## src/rtl/stage_phase_accumulation_fb.sv

```systemverilog
// stage_phase_accumulation_fb: per-operator phase accumulator with modulation, self-feedback and key-on reset
module stage_phase_accumulation_fb #(
   parameter int NUM_OPERATORS = 32,
   parameter int ACC_WIDTH     = 24,
   parameter int PHASE_WIDTH   = 16,
   parameter int ALG_WIDTH     = 8,
   localparam int OP_W         = $clog2(NUM_OPERATORS)
) (
   input  logic                   i_Clock,
   input  logic                   i_Reset_n,
   input  logic                   i_Valid,
   input  logic [OP_W-1:0]        i_VoiceOperator,
   input  logic [ALG_WIDTH-1:0]   i_AlgorithmWord,
   input  logic [PHASE_WIDTH-1:0] i_ModulationPhase,
   input  logic                   i_KeyOn,
   output logic                   o_Ready,
   output logic                   o_Valid,
   output logic [OP_W-1:0]        o_VoiceOperator,
   output logic [ALG_WIDTH-1:0]   o_AlgorithmWord,
   output logic [PHASE_WIDTH:0]   o_ModulatedPhase,
   input  logic                   i_FeedbackValid,
   input  logic [OP_W-1:0]        i_FeedbackOperator,
   input  logic [PHASE_WIDTH-1:0] i_FeedbackSample,
   input  logic                   i_ConfigWriteEnable,
   input  logic [OP_W-1:0]        i_ConfigWriteAddr,
   input  logic [2:0]             i_ConfigWriteSel,
   input  logic [7:0]             i_ConfigWriteData
);
   localparam int NB = ACC_WIDTH / 8;
   localparam int PW = PHASE_WIDTH;

   typedef enum logic {CLEAR, RUN} state_t;
   state_t state, state_next;
   logic [OP_W-1:0] clr_cnt;
   logic run, clr_en;

   logic [ACC_WIDTH-1:0] acc_mem  [NUM_OPERATORS];
   logic [ACC_WIDTH-1:0] step_mem [NUM_OPERATORS];
   logic [2:0]           lvl_mem  [NUM_OPERATORS];
   logic [PW-1:0]        h1_mem   [NUM_OPERATORS];
   logic [PW-1:0]        h2_mem   [NUM_OPERATORS];

   logic                 s1_v, s1_key;
   logic [OP_W-1:0]      s1_op;
   logic [ALG_WIDTH-1:0] s1_alg;
   logic [PW-1:0]        s1_mod;

   logic                 fwd;
   logic [ACC_WIDTH-1:0] rd_acc;
   logic [PW-1:0]        rd_h1, rd_h2;

   logic                 s2_v, s2_key;
   logic [OP_W-1:0]      s2_op;
   logic [ALG_WIDTH-1:0] s2_alg;
   logic [PW-1:0]        s2_mod;
   logic [ACC_WIDTH-1:0] s2_acc, s2_step;
   logic [2:0]           s2_lvl;
   logic [PW-1:0]        s2_h1, s2_h2;

   logic [ACC_WIDTH-1:0] acc_next;
   logic [PW-1:0]        ph;
   logic [3:0]           fb_shift;
   logic signed [PW:0]   h_sum, fb_sh;
   logic [PW:0]          fb;

   logic                 s3_v;
   logic [OP_W-1:0]      s3_op;
   logic [ALG_WIDTH-1:0] s3_alg;
   logic [PW-1:0]        s3_ph, s3_mod;
   logic [PW:0]          s3_fb, sum;

   // sweep state register and clear address counter
   always_ff @(posedge i_Clock or negedge i_Reset_n)
      if (!i_Reset_n) begin
         state   <= CLEAR;
         clr_cnt <= '0;
      end else begin
         state   <= state_next;
         clr_cnt <= clr_en ? clr_cnt + 1'b1 : '0;
      end

   // leave the sweep once the last operator address has been zeroed
   always_comb state_next = (state == CLEAR && clr_cnt == OP_W'(NUM_OPERATORS - 1)) ? RUN : state;

   // ready and clear strobe decoded from the state
   always_comb begin
      run    = state == RUN;
      clr_en = state == CLEAR;
   end

   assign o_Ready = run;

   // step bytes (MSB first) and feedback level; zeroed by the sweep
   always_ff @(posedge i_Clock)
      if (clr_en) begin
         step_mem[clr_cnt] <= '0;
         lvl_mem[clr_cnt]  <= '0;
      end else if (i_ConfigWriteEnable) begin
         for (int b = 0; b < NB; b++)
            if (i_ConfigWriteSel == 3'(b)) step_mem[i_ConfigWriteAddr][ACC_WIDTH-1-8*b -: 8] <= i_ConfigWriteData;
         if (i_ConfigWriteSel == 3'd7) lvl_mem[i_ConfigWriteAddr] <= i_ConfigWriteData[2:0];
      end

   // accumulator write-back from S2
   always_ff @(posedge i_Clock)
      if (clr_en) acc_mem[clr_cnt] <= '0;
      else if (s2_v) acc_mem[s2_op] <= acc_next;

   // feedback history shift; a key-on clear issued later in this block wins over a same-edge sample
   always_ff @(posedge i_Clock)
      if (clr_en) begin
         h1_mem[clr_cnt] <= '0;
         h2_mem[clr_cnt] <= '0;
      end else begin
         if (i_FeedbackValid) begin
            h1_mem[i_FeedbackOperator] <= i_FeedbackSample;
            h2_mem[i_FeedbackOperator] <= h1_mem[i_FeedbackOperator];
         end
         if (s2_v && s2_key) begin
            h1_mem[s2_op] <= '0;
            h2_mem[s2_op] <= '0;
         end
      end

   // S1: capture the incoming slot; nothing enters while the sweep runs
   always_ff @(posedge i_Clock or negedge i_Reset_n)
      if (!i_Reset_n) begin
         s1_v   <= 1'b0;
         s1_key <= 1'b0;
         s1_op  <= '0;
         s1_alg <= '0;
         s1_mod <= '0;
      end else begin
         s1_v <= run && i_Valid;
         if (run) begin
            s1_key <= i_KeyOn;
            s1_op  <= i_VoiceOperator;
            s1_alg <= i_AlgorithmWord;
            s1_mod <= i_ModulationPhase;
         end
      end

   // S1 read, taking the S2 result directly when both stages hold the same operator
   always_comb begin
      fwd    = s2_v && s2_op == s1_op;
      rd_acc = fwd ? acc_next : acc_mem[s1_op];
      rd_h1  = (fwd && s2_key) ? '0 : h1_mem[s1_op];
      rd_h2  = (fwd && s2_key) ? '0 : h2_mem[s1_op];
   end

   // S2: hold the operator state read in S1
   always_ff @(posedge i_Clock or negedge i_Reset_n)
      if (!i_Reset_n) begin
         s2_v    <= 1'b0;
         s2_key  <= 1'b0;
         s2_op   <= '0;
         s2_alg  <= '0;
         s2_mod  <= '0;
         s2_acc  <= '0;
         s2_step <= '0;
         s2_lvl  <= '0;
         s2_h1   <= '0;
         s2_h2   <= '0;
      end else begin
         s2_v    <= s1_v;
         s2_key  <= s1_key;
         s2_op   <= s1_op;
         s2_alg  <= s1_alg;
         s2_mod  <= s1_mod;
         s2_acc  <= rd_acc;
         s2_step <= step_mem[s1_op];
         s2_lvl  <= lvl_mem[s1_op];
         s2_h1   <= rd_h1;
         s2_h2   <= rd_h2;
      end

   // S2 compute: next accumulator, pre-step phase and scaled self-feedback
   always_comb begin
      acc_next = s2_key ? s2_step : s2_acc + s2_step;
      ph       = s2_key ? '0 : s2_acc[ACC_WIDTH-1 -: PW];
      h_sum    = $signed({s2_h1[PW-1], s2_h1}) + $signed({s2_h2[PW-1], s2_h2});
      fb_shift = 4'd9 - {1'b0, s2_lvl};
      fb_sh    = h_sum >>> fb_shift;
      fb       = (s2_key || s2_lvl == 3'd0) ? '0 : fb_sh;
   end

   // S3: hold phase components for the final sum
   always_ff @(posedge i_Clock or negedge i_Reset_n)
      if (!i_Reset_n) begin
         s3_v   <= 1'b0;
         s3_op  <= '0;
         s3_alg <= '0;
         s3_ph  <= '0;
         s3_mod <= '0;
         s3_fb  <= '0;
      end else begin
         s3_v   <= s2_v;
         s3_op  <= s2_op;
         s3_alg <= s2_alg;
         s3_ph  <= ph;
         s3_mod <= s2_mod;
         s3_fb  <= fb;
      end

   // modulated phase wraps at PHASE_WIDTH+1 bits
   always_comb sum = {1'b0, s3_ph} + {s3_mod[PW-1], s3_mod} + s3_fb;

   // output register; invalid slots carry a zero phase
   always_ff @(posedge i_Clock or negedge i_Reset_n)
      if (!i_Reset_n) begin
         o_Valid          <= 1'b0;
         o_VoiceOperator  <= '0;
         o_AlgorithmWord  <= '0;
         o_ModulatedPhase <= '0;
      end else begin
         o_Valid          <= s3_v;
         o_VoiceOperator  <= s3_op;
         o_AlgorithmWord  <= s3_alg;
         o_ModulatedPhase <= s3_v ? sum : '0;
      end
endmodule
```

## config.mk

```make
export PLATFORM = sky130hd
export DESIGN_NAME = stage_phase_accumulation_fb
export DESIGN_NICKNAME = d
export VERILOG_FILES = /design/src/rtl/stage_phase_accumulation_fb.sv
export SDC_FILE = /design/constraint.sdc
export NUM_CORES = 2
export LEC_CHECK = 0
export CAP_MARGIN = 20
export CORE_ASPECT_RATIO = 1.5
export CORE_MARGIN = 2
export CORE_UTILIZATION = 40
export DETAILED_ROUTE_END_ITERATION = 10
export PLACE_DENSITY = 0.63
export SLEW_MARGIN = 5
export SYNTH_ARGS = -nofsm -noshare
export SYNTH_HDL_FRONTEND = slang
export SYNTH_SLANG_ARGS = --single-unit
```

## constraint.sdc

```tcl
create_clock -name i_Clock -period 8 [get_ports i_Clock]
set_clock_uncertainty 0.2 [all_clocks]
set_input_delay 1.6 -clock i_Clock [delete_from_list [all_inputs] [get_ports i_Clock]]
set_output_delay 1.6 -clock i_Clock [all_outputs]
set_load 0.01 [all_outputs]
```

==> flow_summary.toml <==
[yosys]
synth_edf_count = 1632
synth_commonest_cells = "1632 x edfxtp_1, 1396 x nor2_1, 1179 x nand2_1"
seq_area_frac_synth_pct = 61.99
synth_top_area_share_pct = 40.16
synth_cell_types = 82
synth_nets = 9148
synth_area_sq_um = 122000
syn_area_per_cell_sq_um = 13.56
synth_top_cells_by_area = "edfxtp_1 40%, mux4_2 18%, dfxtp_1 17%"
synthCells = 9000
yosys.area.top_type = "edfxtp_1"
async_flop_share_pct = 8.445
ys.flop_type = "edfxtp_1"
yosysWarnings = 0
yosysMostFrequentCell = "edfxtp_1"
synth_seq_cells = 2901

[timing]
timing.final.hold_violations = 0
min_period_ps = 4793
slew_violations = 0
fin_ws_ps = 3207
period_share_pct = 59.92
worst_pin_slew_ps = 1299
rsz0062_at_grt = "false"
finalSetupTns_ps = 0
setup_viol = 0
max_freq_ghz = 0.2086
slew_headroom_pct = 12.97

[clocking]
cts_root_buffer = "clkbuf_16"
clk_pin_slew_ps = 60
cts_setup_buffers = 0
ctsLongestPathBuffers = 4
ctsHoldBuffers = 0
clock-sinks = 2901
cts_tree = "done"
clk_latency_ps = 870
cts_buffers = 280
htreeDepth = 5
cts-resized-gates = 0

[route]
vias_per_cell = 5.849
firstDrtPassIters = 9
wl_per_cell_um = 27.40
vias = 77090
antenna_left = 0
drt_iter0_markers = 8243
drc = 0
wl_um = 361100

[critical_path]
r2r-start = "o_Ready$_DFFE_PN0P_"
worst-setup-path-type = "reg -> reg"
ff2ff_path_depth = 8
crit_fanout = 34
critPathArrivalTime_ps = 5270
worstPathRequired_ps = 8470
startpoint_type = "register"
cp_slowest_cell = "nor2_4"
path_common_cell = "buf_4"
cp_cell_sequence = "buf_4 -> nand2_2 -> buf_4 -> nor2_1 -> nand3_1 -> nor2_4 -> buf_4 -> a21oi_1"
cpPeakStageDelay_ps = 800
ff2ff_setup_slack_ps = 3210
worstSetupEndpointType = "register"
r2r-end = "h2_mem[14][13]$_SDFFE_PP0P_"

[die]
start_util_pct = 40.17
die_h_um = 680.5
core_area_sq_um = 303800
dieArea_sq_um = 309600
ioPinCount = 104
rows = 248
die_w_um = 455.0

[power]
p_leak_nw = 48.85
p_clk_share_pct = 41.8
p_sw_share_pct = 22.62
p_sw_mw = 7.099
p_comb_share_pct = 6.6
p_total_mw = 31.38
power_density_nw_per_um2 = 227.8
seqPwrFrac_pct = 51.7
p_int_mw = 24.28
ir_worst_vdd_mv = 0.1423

[cells_and_area]
final_layout_size_suffix_gt1_share_pct = 20.74
final_core_util_pct = 45.33
syn_to_final_growth_pct = 12.86
fin_nets = 9087
final_area_sq_um = 137700

[hold_path]
holdPathStages = 0
worst_hold_path.endpoint = "s3_mod[5]$_DFF_PN0_"
min-delay-start = "s2_mod[5]$_DFF_PN0_"
hp-class = "reg -> reg"

[grt]
grt_usage_pct = 23.03
grt_max_degree = 120
grt_pass1_vias = 78280
grt_first_pass_wirelength_um = 527200
antenna_found_initial = 20
gr-total-overflow = 0

[placement]
post-place-ws_ps = 2445
gp_congestion = 0.8973
place_area_sq_um = 128000
numPortBuffers = 103
dp.final_hpwl_um = 224600

[status]
outcome = "finished, final reports clean"

[run]
max_cap_viol_count = 0
[power groups by stage]
stage | clock, mW | sequential [mW] | combinational, mW
2_1_floorplan | 0 | 16.5 | 1.33
3_3_place_gp | 0 | 16.5 | 1.95
3_5_place_dp | 0 | 16.5 | 2.00
4_1_cts | 13.3 | 16.2 | 2.01
5_1_grt | 13.8 | 16.2 | 2.20
6_report | 13.1 | 16.2 | 2.06
[flip-flops by register name (all words and copies together), names as in the netlist, 8 cells and up]
register and cells:
s2_step 24, h1_mem 512, s3_ph 16, s2_h2 16, o_AlgorithmWord 8, s2_alg 8
o_ModulatedPhase 17, s2_h1 16, s3_fb 17, step_mem 768, s2_acc 24, acc_mem 768
s1_mod 16, s3_alg 8, h2_mem 512, lvl_mem 96, s3_mod 16, s1_alg 8
s2_mod 16
[per-layer routing]
layer	global-route usage [%]	vias to the layer above	wire (um)	share of wire [%]
met5	0	-	45	0.012
met2	39.66	3552	183400	51
met3	3.797	975	25900	7.2
li1	-	32990	-	-
met1	26.56	39560	126600	35
met4	14.53	6	25160	7.0
[cell usage in the layout (no fill, tap or decap), drive strengths merged, types with 31 or more instances in the layout]
cell type | synthesis | layout
edfxtp | 1632 | 1632
nor2 | 1396 | 1396
nand2 | 1179 | 1179
a21oi | 1119 | 1119
dfxtp | 1024 | 1024
mux4 | 991 | 991
clkbuf | 499 | 382
buf | 197 | 254
dfrtp | 245 | 245
clkdlybuf4s50 | 0 | 98
mux2i | 72 | 72
clkinv | 1 | 72
mux2 | 64 | 64
ha | 57 | 57
nor2b | 53 | 53
o21ai | 53 | 53
inv | 34 | 45
and2 | 42 | 42
diode | 0 | 34
a211oi | 31 | 31
[worst max path at each step]
stage,slack (ps),cells past startpoint,start,end
2_1_floorplan,3630,11,s2_acc[0]$_DFF_PN0_,acc_mem[0][20]$_DFFE_PP_
3_3_place_gp,2530,9,i_FeedbackOperator[1],h2_mem[28][3]$_SDFFE_PP0P_
3_5_place_dp,2440,7,i_ConfigWriteSel[1],step_mem[19][22]$_DFFE_PP_
4_1_cts,3220,8,o_Ready$_DFFE_PN0P_,h2_mem[14][10]$_SDFFE_PP0P_
5_1_grt,3080,8,o_Ready$_DFFE_PN0P_,h2_mem[14][1]$_SDFFE_PP0P_
6_report,3210,8,o_Ready$_DFFE_PN0P_,h2_mem[14][13]$_SDFFE_PP0P_
[worst max-delay path, delay by kind of cell, from the launching register on]
family	cells	cell delay (ps)
DFF	1	770
buffers and inverters	3	1450
and+or+nand+nor	4	1980
AOI/OAI and AO/OA	1	80
[metrics by stage]
stage          cells  hold slack, ps
2_1_floorplan   9000           131.2
3_3_place_gp   12590           131.2
3_5_place_dp   12610           134.7
4_1_cts        13100           144.5
5_1_grt        13180           145.7
6_report       13180           147.1
[logic make-up after synthesis]
logic type,after synthesis,synth area share (%)
buffers and inverters,731,2.424
AND/OR/NAND/NOR,2798,9.061
flip-flops,2901,61.99
AO/OA/AOI/OAI,1317,5.795
XOR/XNOR,50,0.3650
multiplexers,1127,19.47
adder cells (fa/ha/maj),76,0.8962
[final cells by class]
cell class                 count  area [sq um]
fill                       26180        166100
sequential                  2901         75660
multi-input combinational   5368         44150
clock buffer                 381          7850
tap                         4000          5005
timing repair buffer         353          3822
clock inverter               108          1008
inverter                      35         131.4
antenna                       34         85.08
Note: power is estimated with default switching activity, not from simulation.
